## src/rtl/fpdiv_seq.sv

```systemverilog
// Control sequencer for the Goldschmidt divide datapath: walks the multiplier
// operand selects and register load enables through init, ITERS refinements and remainder.
module fpdiv_seq #(
  parameter int ITERS = 3
) (
  input  logic       clock,
  input  logic       reset,
  input  logic       start,
  input  logic       dz,
  input  logic       abort,
  output logic [1:0] sel_muxa,
  output logic [1:0] sel_muxb,
  output logic       enA,
  output logic       enB,
  output logic       enC,
  output logic       enR,
  output logic       busy,
  output logic       done,
  output logic       dz_flag
);

  typedef enum logic [2:0] {
    IDLE   = 3'd0,
    INIT_D = 3'd1,
    INIT_X = 3'd2,
    ITER_Q = 3'd3,
    ITER_D = 3'd4,
    REM    = 3'd5,
    DONE   = 3'd6
  } state_t;

  localparam logic [2:0] CNT_LAST = 3'(ITERS - 1);

  state_t     state, state_nxt;
  logic [2:0] cnt, cnt_nxt;
  logic       dz_q, dz_nxt;

  always_ff @(posedge clock or posedge reset) begin
    if (reset) begin
      state <= IDLE;
      cnt   <= 3'd0;
      dz_q  <= 1'b0;
    end else begin
      state <= state_nxt;
      cnt   <= cnt_nxt;
      dz_q  <= dz_nxt;
    end
  end

  always_comb begin
    state_nxt = state;
    cnt_nxt   = cnt;
    dz_nxt    = dz_q;
    case (state)
      IDLE: begin
        if (start) begin
          if (dz) begin
            state_nxt = DONE;
            dz_nxt    = 1'b1;
          end else begin
            state_nxt = INIT_D;
          end
        end
      end
      INIT_D: state_nxt = INIT_X;
      INIT_X: begin
        cnt_nxt   = 3'd0;
        state_nxt = ITER_Q;
      end
      ITER_Q: state_nxt = ITER_D;
      ITER_D: begin
        cnt_nxt   = cnt + 3'd1;
        state_nxt = (cnt == CNT_LAST) ? REM : ITER_Q;
      end
      REM: state_nxt = DONE;
      DONE: begin
        state_nxt = IDLE;
        dz_nxt    = 1'b0;
      end
      default: state_nxt = IDLE;
    endcase
    // Cancel wins over every transition once a divide is in flight.
    if (abort && (state != IDLE)) begin
      state_nxt = IDLE;
      dz_nxt    = 1'b0;
    end
  end

  always_comb begin
    sel_muxa = 2'b00;
    sel_muxb = 2'b00;
    enA      = 1'b0;
    enB      = 1'b0;
    enC      = 1'b0;
    enR      = 1'b0;
    busy     = (state != IDLE);
    done     = (state == DONE);
    dz_flag  = dz_q;
    case (state)
      INIT_D: begin
        sel_muxa = 2'b10;
        sel_muxb = 2'b00;
        enA      = 1'b1;
        enC      = 1'b1;
      end
      INIT_X: begin
        sel_muxa = 2'b10;
        sel_muxb = 2'b01;
        enB      = 1'b1;
      end
      ITER_Q: begin
        sel_muxa = 2'b00;
        sel_muxb = 2'b10;
        enB      = 1'b1;
      end
      ITER_D: begin
        sel_muxa = 2'b00;
        sel_muxb = 2'b11;
        enA      = 1'b1;
        enC      = 1'b1;
      end
      REM: begin
        sel_muxa = 2'b01;
        sel_muxb = 2'b10;
        enR      = 1'b1;
      end
      default: ;
    endcase
  end

endmodule

```

## config.mk

```make
export PLATFORM = sky130hd
export DESIGN_NAME = fpdiv_seq
export DESIGN_NICKNAME = d
export VERILOG_FILES = /design/src/rtl/fpdiv_seq.sv
export SDC_FILE = /design/constraint.sdc
export NUM_CORES = 1
export LEC_CHECK = 0
export CAP_MARGIN = 20
export CORE_UTILIZATION = 23
export CTS_CLUSTER_DIAMETER = 40
export DETAILED_ROUTE_END_ITERATION = 8
export HOLD_SLACK_MARGIN = 0.02
export PLACE_DENSITY = 0.56
export REMOVE_ABC_BUFFERS = 1
export SLEW_MARGIN = 10
export SYNTH_ARGS = -nofsm -noshare
export SYNTH_HDL_FRONTEND = slang
export SYNTH_SLANG_ARGS = --single-unit
```

## constraint.sdc

```tcl
create_clock -name clock -period 1.5 [get_ports clock]
set_input_delay 0.3 -clock clock [delete_from_list [all_inputs] [get_ports clock]]
set_output_delay 0.3 -clock clock [all_outputs]
set_load 0.1 [all_outputs]
```

Yosys cells after proc, flatten, opt, wreduce, memory -nomap -nowiden
Cells that the tools add are included.

Register bits: 7. Output and inout bits: 11. Word-level logic and storage cells: 38.

$add $sub $neg: 1. Equality and inequality tests: 9. Multiplexer cells: 15. Reduce and logical (&&, ||, !) cells: 10.

Operators by type and width (count): 3-bit case mux with 6 select lines (1); 3-bit two-way mux (4); 3-bit by 2-bit equality test with 1-bit output, second input constant (3); 3-bit equality test, second input constant (3); 2-bit OR reduction (4); 1-bit two-way mux (6); 3-bit != test, second input constant (2); 2-bit case mux with 3 select lines (1); 3-bit case mux with 2 select lines (1); 3-bit nonzero test (2); 2-bit case mux with 2 select lines (1); 3-bit by 1-bit adder with 3-bit output, second input constant (1); 3-bit by 1-bit equality test with 1-bit output, second input constant (1); 3-bit zero test (1); 3-bit AND reduction (1); 1-bit case mux with 2 select lines (1); 2-bit nonzero test (1); 1-bit logical AND (1).

Depth between registers and ports, before layout
Depth after elaboration: 4. Gate-level depth with buffers: 5. Mapped depth without buffers: 5.

Least setup slack after synthesis
Ideal clock, no wire load.

Path kind: reg2out. From: register state[1]. To: output port sel_muxa[0]. Arrival time: 3.329 ns. Required time: 1.200 ns. Path slack: -2.129 ns. Cell stages (with the launch flop): 5. Cells stage by stage: dfrtp_1 > buf_6 > buf_2 > nor3_1 > buf_4.

Word-level cells in the longest chain between the ends: 3. Elaborated cells on any way between the ends: 5.

Ends and longest elaborated chain: from (decl) (RTL line 34) `state_t state, state_nxt;`; from (signal assigned) (RTL line 44) `state <= state_nxt;`; 3-bit by 2-bit equality test with 1-bit output / 3-bit by 1-bit equality test with 1-bit output (equally long branches) (RTL line 99) `case (state)`; 2-bit OR reduction (no line); 2-bit case mux with 2 select lines (*) (RTL line 99); to (decl) (RTL line 11) `output logic [1:0] sel_muxa,`.

Mark *: on every way between the ends. The rest lies on a longest branch, timed or not.

Worst setup path after layout
From: register state[2]. To: output port busy.

Word-level cells in the longest chain between the ends: 1.

Ends and longest elaborated chain: 3-bit nonzero test (RTL line 96) `busy = (state != IDLE);`; to (decl) (RTL line 17) `output logic busy,`.

No other way between the ends.

==> results.toml <==
[critical_path]
regToRegStartpoint = "state[1]"
cp_data_required_time_ns = 1.20
crit_chain = "buf_6 > or3_4 > buf_12"
path_class = "register to primary output"
crit_arrival_ns = 1.33
crit_path_start_kind = "register"
crit_fanout = 4
max_stage_delay_ns = 0.41
critPathCaptureType = "primary output"
crit_start = "state[2]"
cp_slowest_cell = "dfrtp_1"

[timing]
rsz0062_at_grt = "true"
setup_viol = 11
setup_ws_ns = -0.135
fin_crit_sh_pct = 109
fin_crit_ns = 1.63
maxSlewViolCount = 0
max_freq_ghz = 0.612
relSlewSlack_pct = 77.5
clock_skew_ns = 0.0130
hold_viol = 0
tightest_slew_ns = 0.337

[die]
dieArea_um2 = 2550
ioPinCount = 16
die_w_um = 50.5
core-area_um2 = 2210
rows = 17
die_h_um = 50.5
initial_core_util_pct = 24.5

[place]
dp_hpwl_um = 1110
finalWeightedCongestion = 0.763
place_ws_ns = 0.0114
portBuffers = 15

[global_route]
antenna_found_initial = 0
grt_pass1_vias = 605
grt_max_degree = 8
grt_overflow = 0
track_usage_pct = 14.4
grt_first_pass_wirelength_um = 2710

[flow_run]
cap_violations = 0

[clock_network]
cts_made_buffers = 3
cts_tree = "yes"
htreeDepth = 1
clk_pin_slew_worst_paths_ns = 0.06
clock_sinks = 7
cts_hold_buf = 0
max-clock-path-buffers = 2
clk_latency_ns = 0.26
clockRootBuffer = "clkbuf_4"

[final_layout]
n_fill_cell = 193
nets = 111
final_common_cell = "buf_4"
area_delta_synth_final_pct = 115
drive_gt1_share_pct = 62.1
mostFrequentLayoutCells = "buf_4 (17), buf_12 (11), buf_6 (10), dfrtp_1 (5)"
num_antenna_cells = 0

[synthesis]
synth_cell_type_count = 27
seq_area_frac_synth_pct = 32.3
synth_warnings = 0
netlist_instances = 63
ys_ff_latch = 7
syn_avg_cell_area_um2 = 8.60
syn_area_um2 = 542

[detailed_routing]
routed_via_density = 4.69
vias = 615
drt_iter0_drc = 3
drtAntennaViolNets = 0
wirelength_um = 1840
drcViolationCount = 0
first_pass_iters = 4
wire_per_inst_um = 14.1

[outcome]
outcome = "complete, but fails checks"
violations = "negative setup slack"

[hold_path]
hp-class = "input port to asynchronous set/reset pin"
## logic make-up after synthesis
kind of cell	Yosys count	synth area share, %
compound gates	21	26.1
xor+xnor	1	1.62
fa+ha+maj	2	4.62
buf+inv	11	12.2
flops	7	32.3
mux	1	1.85
simple gates	20	21.2
## state kept, by name, indices dropped and copies added, names as in the netlist
name,count
dz_flag,1
cnt,3
state,3
## routing by layer
layer / GRT usage, % / wire length (um) / part of all wire (%)
met1: 17.6 / 782 / 42
met4: 2.78 / 0 / 0
met2: 24.4 / 978 / 53
met5: 0 / 0 / 0
met3: 4.85 / 80 / 4.3
## area by class of cell
class	count	area [um^2]	share of cell area, %
clock buffers	4	26.3	2.26
repair buffers	42	500	43.1
inverters	5	18.8	1.61
flip-flops and latches	7	178	15.3
multi-input cells	45	404	34.8
well taps	28	35.0	3.01
## cell usage after synthesis
cell type,n,area (um^2)
mux2i_1,1,10.0
nor3_1,1,5.00
o21ai_1,1,5.00
or3_4,2,22.5
nor2_1,4,15.0
ha_1,2,25.0
buf_2,2,10.0
a22o_1,1,8.76
nand2b_1,2,12.5
nor3b_1,1,7.51
o22a_1,1,8.76
nand2_1,5,18.8
a21o_1,2,15.0
a22oi_1,1,7.51
a21oi_2,1,8.76
buf_4,2,15.0
nor4b_1,1,8.76
nor2b_1,4,25.0
inv_1,5,18.8
o21ai_0,5,25.0
dfrtp_1,7,175
buf_6,2,22.5
a2bb2oi_1,2,17.5
a21oi_1,4,20.0
a32oi_1,2,17.5
xnor2_1,1,8.76
o31ai_1,1,7.51
## per-stage QoR
step / utilization [%] / TNS [ns] / instance area (um^2) / hold slack [ns] / cells
floorplan: - / -18.57 / 494 / 0.103 / 57
global placement: 40.4 / -0.00400 / 895 / 0.519 / 114
detailed placement: 40.4 / 0 / 895 / 0.516 / 114
CTS: 46.9 / -1.16 / 1040 / 0.295 / 127
global route: 52.5 / -1.59 / 1160 / 0.323 / 131
finish: 52.5 / -0.919 / 1160 / 0.302 / 131
## repair_timing
item                       4_1_cts  5_1_grt
buffers inserted                 9        4
setup endpoints to repair       10       13
pin swaps                        4        9
resized for setup               19       22
## critical path: cells and delay by family, from the launching register on
| kind | cells | cell delay [ns] |
|---|---|---|
| flip-flops | 1 | 0.41 |
| buffers and inverters | 2 | 0.33 |
| AND/OR/NAND/NOR | 1 | 0.35 |
## path summary, 6_finish.rpt
path / endpoint / slack [ns] / cells past startpoint
setup / recovery: busy / -0.13 / 3
hold / removal: cnt[0] / 0.30 / 2
setup reg to reg: state[1] / -0.02 / 6
hold reg to reg: cnt[0] / 0.53 / 1
max in group asynchronous: state[1] / 0.91 / 2
min in group clock: cnt[0] / 0.53 / 1
Power is not shown: default switching activity piles up to over one toggle a cycle in this logic, so the estimate is an artifact.
